<file path="src/rtl/mul_pkg.sv">
// Shared types and elaboration helpers for the seq_mul shift-add multiplier.
package mul_pkg;

  typedef enum logic [1:0] {
    IDLE = 2'd0,
    CALC = 2'd1,
    DONE = 2'd2
  } state_e;

  localparam int DEFAULT_WIDTH = 16;
  localparam int DEFAULT_CNT_W = $clog2(DEFAULT_WIDTH + 1);

  // Counter width able to hold the values 0..width.
  function automatic int cnt_width(input int width);
    return $clog2(width + 1);
  endfunction

  // Bit index of the two's-complement sign bit of a width-bit operand.
  function automatic int sign_bit(input int width);
    return width - 1;
  endfunction

endpackage

</file>
<file path="src/rtl/seq_mul_if.sv">
// Request/response bundle between the bus decoder (master) and seq_mul (slave).
interface seq_mul_if #(
  parameter int WIDTH = 16
);
  logic                 cs;
  logic                 is_signed;
  logic [WIDTH-1:0]     a;
  logic [WIDTH-1:0]     b;
  logic [2*WIDTH-1:0]   product;
  logic                 ready;
  logic                 valid;

  modport master (
    output cs, is_signed, a, b,
    input  product, ready, valid
  );

  modport slave (
    input  cs, is_signed, a, b,
    output product, ready, valid
  );
endinterface

</file>
<file path="src/rtl/mul_sign_adj.sv">
// Sign handling around the unsigned shift-add core: operand magnitudes on the
// way in and the conditional two's-complement negate of the product on the way out.
module mul_sign_adj
  import mul_pkg::*;
#(
  parameter int WIDTH = 16
) (
  input  logic [WIDTH-1:0]   a_i,
  input  logic [WIDTH-1:0]   b_i,
  input  logic               signed_i,
  input  logic [2*WIDTH-1:0] prod_i,
  input  logic               neg_i,
  output logic [WIDTH-1:0]   mag_a_o,
  output logic [WIDTH-1:0]   mag_b_o,
  output logic               neg_o,
  output logic [2*WIDTH-1:0] prod_o
);
  localparam int MSB = sign_bit(WIDTH);
  localparam logic [WIDTH-1:0]   OP_ONE   = {{(WIDTH-1){1'b0}}, 1'b1};
  localparam logic [2*WIDTH-1:0] PROD_ONE = {{(2*WIDTH-1){1'b0}}, 1'b1};

  logic a_neg_s;
  logic b_neg_s;

  assign a_neg_s = signed_i & a_i[MSB];
  assign b_neg_s = signed_i & b_i[MSB];

  // Magnitudes: -2^(WIDTH-1) negates to itself, which is its exact unsigned magnitude.
  always_comb begin
    mag_a_o = a_i;
    mag_b_o = b_i;
    if (a_neg_s) begin
      mag_a_o = ~a_i + OP_ONE;
    end else begin
      mag_a_o = a_i;
    end
    if (b_neg_s) begin
      mag_b_o = ~b_i + OP_ONE;
    end else begin
      mag_b_o = b_i;
    end
  end

  assign neg_o = a_neg_s ^ b_neg_s;

  // Final product: negate the full-width magnitude product when operand signs differ.
  always_comb begin
    prod_o = prod_i;
    if (neg_i) begin
      prod_o = ~prod_i + PROD_ONE;
    end else begin
      prod_o = prod_i;
    end
  end

endmodule

</file>
<file path="src/rtl/seq_mul.sv">
// Sequential shift-add multiplier: one multiplier bit per cycle, LSB first,
// fixed latency with a one-cycle valid pulse and a registered product.
module seq_mul
  import mul_pkg::*;
#(
  parameter int WIDTH     = 16,
  parameter int SIGNED_EN = 1
) (
  input  logic    clk,
  input  logic    rst_n,
  seq_mul_if.slave bus
);
  localparam int CNT_W = cnt_width(WIDTH);
  localparam logic [CNT_W-1:0] CNT_LAST = CNT_W'(WIDTH);
  localparam logic [CNT_W-1:0] CNT_ONE  = {{(CNT_W-1){1'b0}}, 1'b1};

  state_e               state_q;
  logic [CNT_W-1:0]     cnt_q;
  logic [2*WIDTH-1:0]   acc_q;
  logic [WIDTH-1:0]     mcand_q;
  logic                 neg_q;
  logic [2*WIDTH-1:0]   product_q;
  logic                 ready_q;
  logic                 valid_q;

  logic                 signed_s;
  logic [WIDTH-1:0]     mag_a_s;
  logic [WIDTH-1:0]     mag_b_s;
  logic                 neg_s;
  logic [2*WIDTH-1:0]   prod_adj_s;
  logic [WIDTH:0]       addend_s;
  logic [WIDTH:0]       sum_s;
  logic [2*WIDTH-1:0]   acc_step_s;

  // With SIGNED_EN=0 the mode input is ignored and every operation is unsigned.
  assign signed_s = (SIGNED_EN != 0) & bus.is_signed;

  mul_sign_adj #(.WIDTH(WIDTH)) u_sign_adj (
    .a_i      (bus.a),
    .b_i      (bus.b),
    .signed_i (signed_s),
    .prod_i   (acc_q),
    .neg_i    (neg_q),
    .mag_a_o  (mag_a_s),
    .mag_b_o  (mag_b_s),
    .neg_o    (neg_s),
    .prod_o   (prod_adj_s)
  );

  // One shift-add step: add the multiplicand on the current LSB, shift right keeping the carry.
  always_comb begin
    addend_s   = acc_q[0] ? {1'b0, mcand_q} : {(WIDTH+1){1'b0}};
    sum_s      = {1'b0, acc_q[2*WIDTH-1:WIDTH]} + addend_s;
    acc_step_s = {sum_s, acc_q[WIDTH-1:1]};
  end

  // Control FSM, counter, accumulator and registered outputs.
  always_ff @(posedge clk or negedge rst_n) begin
    if (!rst_n) begin
      state_q   <= IDLE;
      cnt_q     <= {CNT_W{1'b0}};
      acc_q     <= {(2*WIDTH){1'b0}};
      mcand_q   <= {WIDTH{1'b0}};
      neg_q     <= 1'b0;
      product_q <= {(2*WIDTH){1'b0}};
      ready_q   <= 1'b1;
      valid_q   <= 1'b0;
    end else begin
      case (state_q)
        IDLE: begin
          valid_q <= 1'b0;
          if (bus.cs) begin
            mcand_q <= mag_a_s;
            acc_q   <= {{WIDTH{1'b0}}, mag_b_s};
            neg_q   <= neg_s;
            cnt_q   <= {CNT_W{1'b0}};
            ready_q <= 1'b0;
            state_q <= CALC;
          end else begin
            ready_q <= 1'b1;
          end
        end
        CALC: begin
          // cnt_q reaches WIDTH once every multiplier bit has been consumed.
          if (cnt_q == CNT_LAST) begin
            product_q <= prod_adj_s;
            valid_q   <= 1'b1;
            state_q   <= DONE;
          end else begin
            acc_q <= acc_step_s;
            cnt_q <= cnt_q + CNT_ONE;
          end
        end
        DONE: begin
          valid_q <= 1'b0;
          ready_q <= 1'b1;
          state_q <= IDLE;
        end
        default: begin
          valid_q <= 1'b0;
          ready_q <= 1'b1;
          state_q <= IDLE;
        end
      endcase
    end
  end

  assign bus.product = product_q;
  assign bus.ready   = ready_q;
  assign bus.valid   = valid_q;

endmodule

</file>
<file path="src/flat_wrapper.sv">
// flat-port wrapper written by rule: the top's interface ports become plain ports
module seq_mul_flat import mul_pkg::*;
#(
  parameter int WIDTH     = 16,
  parameter int SIGNED_EN = 1
)
  (clk, rst_n, bus_cs, bus_is_signed, bus_a, bus_b, bus_product, bus_ready, bus_valid);
  seq_mul_if #(.WIDTH(WIDTH)) bus_i ();
  input  logic clk;
  input  logic rst_n;
  input wire logic [$bits(bus_i.cs)-1:0] bus_cs;
  input wire logic [$bits(bus_i.is_signed)-1:0] bus_is_signed;
  input wire logic [$bits(bus_i.a)-1:0] bus_a;
  input wire logic [$bits(bus_i.b)-1:0] bus_b;
  output wire logic [$bits(bus_i.product)-1:0] bus_product;
  output wire logic [$bits(bus_i.ready)-1:0] bus_ready;
  output wire logic [$bits(bus_i.valid)-1:0] bus_valid;
  assign bus_i.cs = bus_cs;
  assign bus_i.is_signed = bus_is_signed;
  assign bus_i.a = bus_a;
  assign bus_i.b = bus_b;
  assign bus_product = bus_i.product;
  assign bus_ready = bus_i.ready;
  assign bus_valid = bus_i.valid;
  seq_mul #(.WIDTH(WIDTH), .SIGNED_EN(SIGNED_EN)) u_core (.clk(clk), .rst_n(rst_n), .bus(bus_i));
endmodule
</file>
<file path="config.mk">
export PLATFORM = sky130hd
export DESIGN_NAME = seq_mul_flat
export DESIGN_NICKNAME = d
export VERILOG_FILES = /design/src/rtl/mul_pkg.sv /design/src/rtl/seq_mul_if.sv /design/src/rtl/mul_sign_adj.sv /design/src/rtl/seq_mul.sv /design/src/flat_wrapper.sv
export SDC_FILE = /design/constraint.sdc
export NUM_CORES = 1
export LEC_CHECK = 0
export CAP_MARGIN = 10
export CORE_AREA = 4 4 112 114
export CTS_BUF_LIST = sky130_fd_sc_hd__clkbuf_16
export DETAILED_ROUTE_END_ITERATION = 16
export DIE_AREA = 0 0 116 118
export GPL_ROUTABILITY_DRIVEN = 0
export HOLD_SLACK_MARGIN = 0.06
export PLACE_DENSITY = 0.74
export SLEW_MARGIN = 20
export SYNTH_ARGS = -nofsm -noshare
export SYNTH_HDL_FRONTEND = slang
export SYNTH_SLANG_ARGS = --single-unit
export TNS_END_PERCENT = 100
</file>
<file path="constraint.sdc">
create_clock -name clk -period 2.55 [get_ports clk]
set_input_delay 0.51 -clock clk [delete_from_list [all_inputs] [get_ports clk]]
set_output_delay 0.51 -clock clk [all_outputs]
set_load 0.1 [all_outputs]
</file>
==> flow_summary.yaml <==
route:
  routed_via_density: 5.76
  wl_per_cell_microns: 15.7
  vias: 5002
  maxUsedRoutingLayer: "met4"
  wl_met3_microns: 899
  ant_nets: 0
  drt_iter0_markers: 391
  routed_wl_mm: 13.6
  wl_met1_mm: 6.16
  met2WireLength_mm: 6.41
  dr.pass1.iters: 6
  drc: 0
cells_and_area:
  nets: 778
  final_common_cell: "dfrtp_1"
  fill_cells: 1001
  antenna_cells: 0
  layout-drive-gt1-share_pct: 15.4
  area_growth_syn_to_layout_pct: 22.9
  final_cell_mix: "88 x dfrtp_1, 82 x o21ai_0, 78 x nand2_1"
synth:
  synth_top_flop_cell: "dfrtp_1"
  synth_edf_count: 0
  synthArstFlopShare_pct: 100
  seq_area_frac_synth_pct: 39.9
  synthesis.nets: 695
  synthesis.area_sq_um: 5640
  synth_cell_types: 61
  yosys_register_bits: 90
  syn_inst: 637
  yosysWarningCount: 0
  avgSynthCellArea_sq_um: 8.86
power_and_ir_drop:
  p_switching_mw: 5.19
  static-leakage-power_nw: 3.08
  fin_total_pwr_mw: 10.1
  combPwrFrac_pct: 58.9
  p_seq_share_pct: 27.8
  p_per_area_nw_per_um2: 1450
  clock_power_share_pct: 13.3
  swShare_pct: 51.5
  vdd_ir_drop_max_mv: 1.14
  p_int_mw: 4.88
setup_path:
  crit_family: "simple AND/OR/NAND/NOR gates"
  critPathBufInv: 1
  critPathArrivalTime_ps: 2650
  worstPathCellList: "buf_4 -> or4_1 -> or3_4 -> o41ai_1 -> xnor2_1 -> o21ai_1"
  crit_fanout: 7
  critPathKind: "reg2reg"
  worstSetupStartpointType: "register"
  required_ps: 2740
  crit_slowest_cell: "or4_1"
  endpoint_kind: "register"
  cpPeakStageDelay_ps: 690
global_routing:
  grt_use_total_pct: 20.3
  grt-ovfl-total: 0
  grt_start_max_net_pins: 66
  antenna_found_initial: 0
  grt_first_pass_wirelength_mm: 22.9
  grt_pass1_vias: 4746
timing:
  fin_ws_ps: 98.9
  slew-limit-headroom_pct: 35.3
  finalSetupViolCount: 0
  tightest_slew_ps: 971
  clock_skew_ps: 8.61
  min_period_over_period_pct: 96.1
  hold_viol_final: 0
  rsz0062_at_grt: "yes"
  finalSetupTns_ps: 0
  drv_slew: 0
  holdWs_ps: 119
  layout_min_cycle_time_ps: 2450
  max_freq_mhz: 408
clocking:
  cts_buffer_depth: 2
  clkSinkCount: 90
  clkLatencyLatePin_ps: 330
  numCtsBuffers: 9
  root_buffer: "clkbuf_16"
  cts_tree: "done"
  htree_num_levels: 3
  cts.clk_slew.worst_paths_ps: 70
outcome:
  status: "completed"
floorplan:
  dieWidth_microns: 116
  initial_core_util_pct: 49.4
  dieHeight_microns: 118
  fp.dieArea_sq_um: 13700
  rows: 39
  pin_count: 70
  coreArea_sq_um: 11400
run:
  maxCapViolCount: 0
placement:
  dp_hpwl_mm: 10.4
  port_buffers: 69
  preCtsSetupSlack_ps: -52.6
min_path:
  hold_class: "in2async"
-- registers in the layout (all words and copies together) (netlist names) --
signal,cells
u_core.acc_q,32
u_core.bus.product,32
u_core.mcand_q,16
u_core.cnt_q,5
u_core.state_q,2
u_core.bus.ready,1
u_core.bus.valid,1
u_core.neg_q,1
-- synth_stat cells, drive strengths merged, types with 8 or more instances --
master  number  share of area, %
a21o         9               1.2
a21oi       21               1.9
a22oi       10               1.3
and2        18               2.0
clkbuf      30               2.7
dfrtp       89                39
ha          21               4.7
inv         18               1.2
nand2       79               5.3
nand3       17               1.5
nor2        46               3.1
nor3         9              0.80
o21ai       87               7.7
o31ai       15               2.0
o41ai        9               1.4
or4          8               1.1
xnor2       26               4.0
xor2        41               6.4
-- metrics by stage --
stage	area, sq um	std cells	utilization, %
6_report	6940	868	60.7
5_1_grt	6940	868	60.7
4_1_cts	6870	867	60.1
3_5_place_dp	6570	851	57.5
3_3_place_gp	6570	851	57.5
2_1_floorplan	5640	637	-
-- layer usage --
metal  GRT usage (%)  up-vias
met5               0        -
met4            5.08        0
met3            3.08       14
met2            31.9      163
met1            29.2     2387
li1                -     2438
-- logic make-up after synthesis --
logic type                 Yosys count  share of synthesized area (%)
muxes                                5                          0.887
buffers and inverters               54                           4.43
adders and majority gates           22                           5.01
AOI/OAI and AO/OA                  188                           20.8
and+or+nand+nor                    211                           18.6
xor gates and xnor gates            67                           10.4
DFF                                 90                           39.9
-- what timing repair did --
| item | in CTS | in global routing |
|---|---|---|
| endpoints found under the hold margin | 0 | 0 |
| setup endpoints to repair | 0 | 16 |
| resized for setup | 0 | 14 |
| hold buffers | 0 | 0 |
| buffers inserted | 0 | 1 |
-- worst paths after layout --
| check | start | end | slack (ps) | depth (start not counted) |
|---|---|---|---|---|
| max in group asynchronous | rst_n | u_core.bus.ready$_DFFE_PN1N_ | 1740 | 2 |
| min in group clk | u_core.bus.product[22]$_DFFE_PN0P_ | u_core.bus.product[22]$_DFFE_PN0P_ | 480 | 2 |
| setup / recovery | u_core.acc_q[0]$_DFFE_PN0P_ | u_core.bus.product[17]$_DFFE_PN0P_ | 100 | 6 |
| hold reg to reg | u_core.bus.product[22]$_DFFE_PN0P_ | u_core.bus.product[22]$_DFFE_PN0P_ | 480 | 2 |
| hold / removal | rst_n | u_core.bus.product[4]$_DFFE_PN0P_ | 120 | 1 |
| setup reg to reg | u_core.acc_q[0]$_DFFE_PN0P_ | u_core.bus.product[17]$_DFFE_PN0P_ | 100 | 6 |
-- power by group through the flow --
stage               clock [mW]  combinational (mW)  sequential (mW)
floorplan                    0                2.80             4.26
global placement             0                5.69             2.75
detailed placement           0                5.85             2.79
CTS                       1.36                5.87             2.77
global route              1.41                6.44             2.90
finish                    1.34                5.93             2.80
-- layout make-up --
type	instances	area [sq um]	area share [%]
tap	143	179	2.58
multi-input combinational	493	3210	46.2
clock buffer	9	225	3.25
inverter	19	71.3	1.03
clock inverter	7	75.1	1.08
timing repair buffer	107	926	13.3
sequential	90	2250	32.5
No activity file was read; power rests on OpenSTA's default activity.
